==> config.mk <==
export PLATFORM = sky130hd
export DESIGN_NAME = imem_fetch_ctrl
export DESIGN_NICKNAME = d
export VERILOG_FILES = /design/src/rtl/imem_fetch_ctrl.sv
export SDC_FILE = /design/constraint.sdc
export NUM_CORES = 1
export LEC_CHECK = 0
export ABC_AREA = 1
export BUFFER_PORTS_ARGS = -buffer_cell sky130_fd_sc_hd__clkbuf_2
export CORE_MARGIN = 1
export CORE_UTILIZATION = 50
export DETAILED_ROUTE_END_ITERATION = 7
export HOLD_SLACK_MARGIN = 0.03
export PLACE_DENSITY_LB_ADDON = 0.1
export SLEW_MARGIN = 20
export SYNTH_ARGS = -nofsm -noshare
export SYNTH_HDL_FRONTEND = slang
export SYNTH_SLANG_ARGS = --single-unit
==> constraint.sdc <==
create_clock -name clk -period 4 [get_ports clk]
set_input_delay 0.8 -clock clk [delete_from_list [all_inputs] [get_ports clk]]
set_output_delay 0.8 -clock clk [all_outputs]
set_load 0.1 [all_outputs]
==> src/rtl/imem_fetch_ctrl.sv <==
// Fetch sequencer: owns the PC, drives the combinational-read instruction memory
// and buffers fetched words in a small in-order prefetch FIFO feeding decode.
module imem_fetch_ctrl #(
    parameter int                ADDR_W   = 16,
    parameter int                DATA_W   = 16,
    parameter int                DEPTH    = 2,
    parameter logic [ADDR_W-1:0] RESET_PC = '0
) (
    input  logic              clk,
    input  logic              rst,
    output logic [ADDR_W-1:0] imem_addr,
    input  logic [DATA_W-1:0] imem_instr,
    input  logic              fetch_en,
    input  logic              redirect_valid,
    input  logic [ADDR_W-1:0] redirect_pc,
    output logic              out_valid,
    input  logic              out_ready,
    output logic [DATA_W-1:0] out_instr,
    output logic [ADDR_W-1:0] out_pc,
    output logic [2:0]        fifo_count
);

    localparam int                PTR_W   = (DEPTH > 2) ? 2 : 1;
    localparam logic [2:0]        DEPTH_C = 3'(DEPTH);
    localparam logic [PTR_W-1:0]  PTR_ONE = PTR_W'(1'b1);
    localparam logic [ADDR_W-1:0] PC_STEP = ADDR_W'(2'b10);

    logic [ADDR_W-1:0] pc_q, pc_d;
    logic [PTR_W-1:0]  wr_ptr_q, wr_ptr_d;
    logic [PTR_W-1:0]  rd_ptr_q, rd_ptr_d;
    logic [2:0]        count_q, count_d;
    logic [ADDR_W-1:0] pc_mem_q    [DEPTH];
    logic [DATA_W-1:0] instr_mem_q [DEPTH];

    logic pop_s;
    logic space_s;
    logic fetch_s;

    assign imem_addr  = pc_q;
    assign fifo_count = count_q;
    assign out_valid  = (count_q != 3'd0);
    assign pop_s      = out_valid & out_ready;
    // A full FIFO can still accept a push when its head leaves in the same cycle.
    assign space_s    = (count_q < DEPTH_C) | pop_s;
    assign fetch_s    = fetch_en & ~redirect_valid & space_s;

    // Head outputs come straight from storage; empty FIFO shows zeros.
    always_comb begin
        if (out_valid) begin
            out_instr = instr_mem_q[rd_ptr_q];
            out_pc    = pc_mem_q[rd_ptr_q];
        end else begin
            out_instr = '0;
            out_pc    = '0;
        end
    end

    // Next-state for PC, pointers and occupancy; redirect flushes and retargets.
    always_comb begin
        pc_d     = pc_q;
        wr_ptr_d = wr_ptr_q;
        rd_ptr_d = rd_ptr_q;
        count_d  = count_q;
        if (redirect_valid) begin
            pc_d     = {redirect_pc[ADDR_W-1:1], 1'b0};
            wr_ptr_d = '0;
            rd_ptr_d = '0;
            count_d  = 3'd0;
        end else begin
            if (fetch_s) begin
                pc_d     = pc_q + PC_STEP;
                wr_ptr_d = wr_ptr_q + PTR_ONE;
            end else begin
                pc_d     = pc_q;
                wr_ptr_d = wr_ptr_q;
            end
            if (pop_s) begin
                rd_ptr_d = rd_ptr_q + PTR_ONE;
            end else begin
                rd_ptr_d = rd_ptr_q;
            end
            case ({fetch_s, pop_s})
                2'b10:   count_d = count_q + 3'd1;
                2'b01:   count_d = count_q - 3'd1;
                default: count_d = count_q;
            endcase
        end
    end

    // Control state registers.
    always_ff @(posedge clk) begin
        if (rst) begin
            pc_q     <= RESET_PC;
            wr_ptr_q <= '0;
            rd_ptr_q <= '0;
            count_q  <= 3'd0;
        end else begin
            pc_q     <= pc_d;
            wr_ptr_q <= wr_ptr_d;
            rd_ptr_q <= rd_ptr_d;
            count_q  <= count_d;
        end
    end

    // FIFO storage: each entry keeps its fetch address paired with the word.
    always_ff @(posedge clk) begin
        if (rst) begin
            for (int i = 0; i < DEPTH; i++) begin
                pc_mem_q[i]    <= '0;
                instr_mem_q[i] <= '0;
            end
        end else if (fetch_s) begin
            pc_mem_q[wr_ptr_q]    <= pc_q;
            instr_mem_q[wr_ptr_q] <= imem_instr;
        end else begin
            for (int i = 0; i < DEPTH; i++) begin
                pc_mem_q[i]    <= pc_mem_q[i];
                instr_mem_q[i] <= instr_mem_q[i];
            end
        end
    end

endmodule

==> metrics.md <==
| Metric | Value |
|---|---|
| Final #Nets | `593` |
| Die area | `8870 µm²` |
| Most frequent cells in the layout | `nand2_1 (93), clkbuf_2 (85), inv_1 (84), nor2_1 (84), edfxtp_1 (62)` |
| Vias per cell | `4.89` |
| Synth Flop Type | `edfxtp_1` |
| Die Wd | `94.2 µm` |
| Crit path kind | `register to primary output` |
| Non-Filler Instances | `664` |
| Routed WL | `8600 µm` |
| H-tree depth | `3` |
| Area grow syn2layout | `15.0%` |
| First-pass GRT wire length | `14,300 µm` |
| Antenna Cells | `0` |
| GRT Overall Usage | `0.212` |
| Least-Margin Pin Slew | `0.787 ns` |
| Fin. max-slew vios | `0` |
| Num rows | `33` |
| Sinks on the clock net | `83` |
| Ys async rst share | `0` |
| Synth warn | `0` |
| Vias in the first global route | `3,138` |
| Cts bufs inserted | `9` |
| Die extent in y | `94.2 µm` |
| Commonest non-fill, non-tap cell in the layout | `nand2_1` |
| Worst R2R Setup Slack | `1.68 ns` |
| Fmax | `0.334 GHz` |
| Vias | `3,250` |
| Fin crit share | `0.748` |
| Reg-to-reg startpoint | `fifo_count[0]` |
| Post-route setup TNS | `0 ns` |
| Worst-path fanout max | `34` |
| Min-delay worst type | `register to register` |
| Core Region | `8220 µm²` |
| Area of the multi-input gates | `1500 µm²` |
| Leakage power | `2.42 nW` |
| Slew headroom | `0.474` |
| Reg2Reg Depth | `9` |
| Pin count of the biggest net entering global routing | `35` |
| # fillers | `760` |
| # hold bufs at CTS | `0` |
| Hold Crit Depth | `1` |
| Sequential area share after synthesis | `0.537` |
| Worst endpoint required time | `3.20 ns` |
| Min-Delay Startpoint | `rd_ptr_q` |
| Final clock skew | `0.00846 ns` |
| Crit path DAT | `2.19 ns` |
| Ratio of cells with drive above 1 in the final layout | `0.259` |
| PwrDens | `404 nW/µm²` |
| Port bufs | `85` |
| Post-DP HPWL | `5740 µm` |
| FF+latch count, synth | `83` |
| Post-CTS Setup Bufs | `0` |
| Post-synthesis cell count | `471` |
| Run status | `finished, final reports clean` |
| Unrepaired setup endpoints after global routing | `no` |
| Mapped Area | `4250 µm²` |
| Register clock-pin slew on the reported worst setup and hold paths | `0.08 ns` |
| Initial antenna violation count | `0` |
| Post-Syn Area per Cell | `9.02 µm²` |
| Initial DRC count | `126` |
| Clock Latency Late Sink | `0.34 ns` |
| Number of flops mapped to enable cells by yosys | `62` |
| Max_cap viols | `0` |
| Maximum clock path buffer count | `2` |
| Placer Congestion | `0.808` |
| Clock root buffer | `clkbuf_8` |
| WHS Endpoint | `rd_ptr_q` |
| Setup Viol. Count Final | `0` |
| Pre-Repair DR Iteration Count | `4` |
| Hold Vio Cnt, Final | `0` |
| R2R Path End | `fifo_count[2]` |
| Period minus WS final | `2.99 ns` |
| Placed insts | `648` |
| Sequential cell area | `2280 µm²` |
| Max VDD drop | `230 µV` |
| WL/cell | `13.0 µm` |
| Total grt overflow | `0` |
| ANT nets after route | `0` |
| DRC viols | `0` |
| IO Pins | `89` |
| CTS tree | `done` |
| # resized after CTS | `0` |
| Library cells used by synthesis | `28` |
| Initial Util | `0.517` |
| Final Core Density | `0.594` |
| Startpoint types | `register` |
| Setup crit end kind | `primary output` |
per-layer routing:
| metal | track usage | part of all wire | up-vias |
|---|---|---|---|
| met5 | 0 | 0 | - |
| met4 | 0.0795 | 0.014 | 0 |
| met3 | 0.0421 | 0.051 | 10 |
| met2 | 0.364 | 0.49 | 92 |
| met1 | 0.261 | 0.44 | 1493 |
| li1 | - | - | 1655 |
per-stage QoR:
| stage | power, mW | setup WS [ns] | hold slack (ns) | area [µm²] |
|---|---|---|---|---|
| 6_report | 1.97 | 1.01 | 0.463 | 4880 |
| 5_1_grt | 2.05 | 0.830 | 0.473 | 4880 |
| 4_1_cts | 1.99 | 0.938 | 0.461 | 4880 |
| 3_5_place_dp | 1.42 | 1.14 | 0.442 | 4700 |
| 3_3_place_gp | 1.42 | 1.14 | 0.435 | 4700 |
| 2_1_floorplan | 1.34 | 0.0573 | 0.425 | 4250 |
flip-flops by register name (all words and copies together) (netlist names), named ones only:
register	count
rd_ptr_q	1
fifo_count	3
imem_addr	15
instr_mem_q	32
wr_ptr_q	1
pc_mem_q	30
cell type report:
class	count	area share
inverter	85	0.0663
sequential	83	0.467
timing repair buffer	90	0.0948
tap	105	0.0269
multi-input combinational	285	0.307
clock inverter	6	0.0115
clock buffer	10	0.0261
report_power, final:
group | switching, mW | internal [mW]
clock network | 0.289 | 0.284
logic | 0.328 | 0.0798
registers | 0.0246 | 0.967
cell families after synthesis:
logic type               synth area share
AND/OR/NAND/NOR                     0.218
other                            0.000883
buffers and inverters               0.111
XOR/XNOR                          0.00412
AO/OA/AOI/OAI                      0.0389
adder cells (fa/ha/maj)           0.00766
flip-flops                          0.537
multiplexers                       0.0822
worst max-delay path: stages (launching register included):
cell      delay [ns]
dfxtp_1         0.32
inv_1           0.13
nand3_2         0.63
nand2_1         0.30
inv_1           0.07
clkbuf_2        0.37
Yosys cell counts (4+ instances only):
| cell | n | area [µm²] |
|---|---|---|
| nand2_1 | 93 | 349 |
| buf_6 | 8 | 90.1 |
| o21ai_0 | 9 | 45.0 |
| a21oi_1 | 16 | 80.1 |
| edfxtp_1 | 62 | 1860 |
| nor2_1 | 84 | 315 |
| inv_1 | 84 | 315 |
| clkbuf_1 | 4 | 15.0 |
| nor2_2 | 4 | 25.0 |
| nand4_1 | 6 | 37.5 |
| dfxtp_1 | 21 | 420 |
| nand3_1 | 26 | 130 |
| mux2_2 | 31 | 349 |
how the worst max path moves through the flow:
stage,end,depth (start not counted),slack (ns),start
final,out_pc[1],5,1.01,fifo_count[0]
after detailed placement,instr_mem_q[0][2],9,1.14,redirect_valid
after CTS,out_pc[1],5,0.94,fifo_count[0]
after global routing,out_pc[1],5,0.83,fifo_count[0]
after floorplan,out_instr[10],5,0.06,fifo_count[0]
after global placement,instr_mem_q[0][3],9,1.14,redirect_valid
Power figures use the tool's default switching activity.
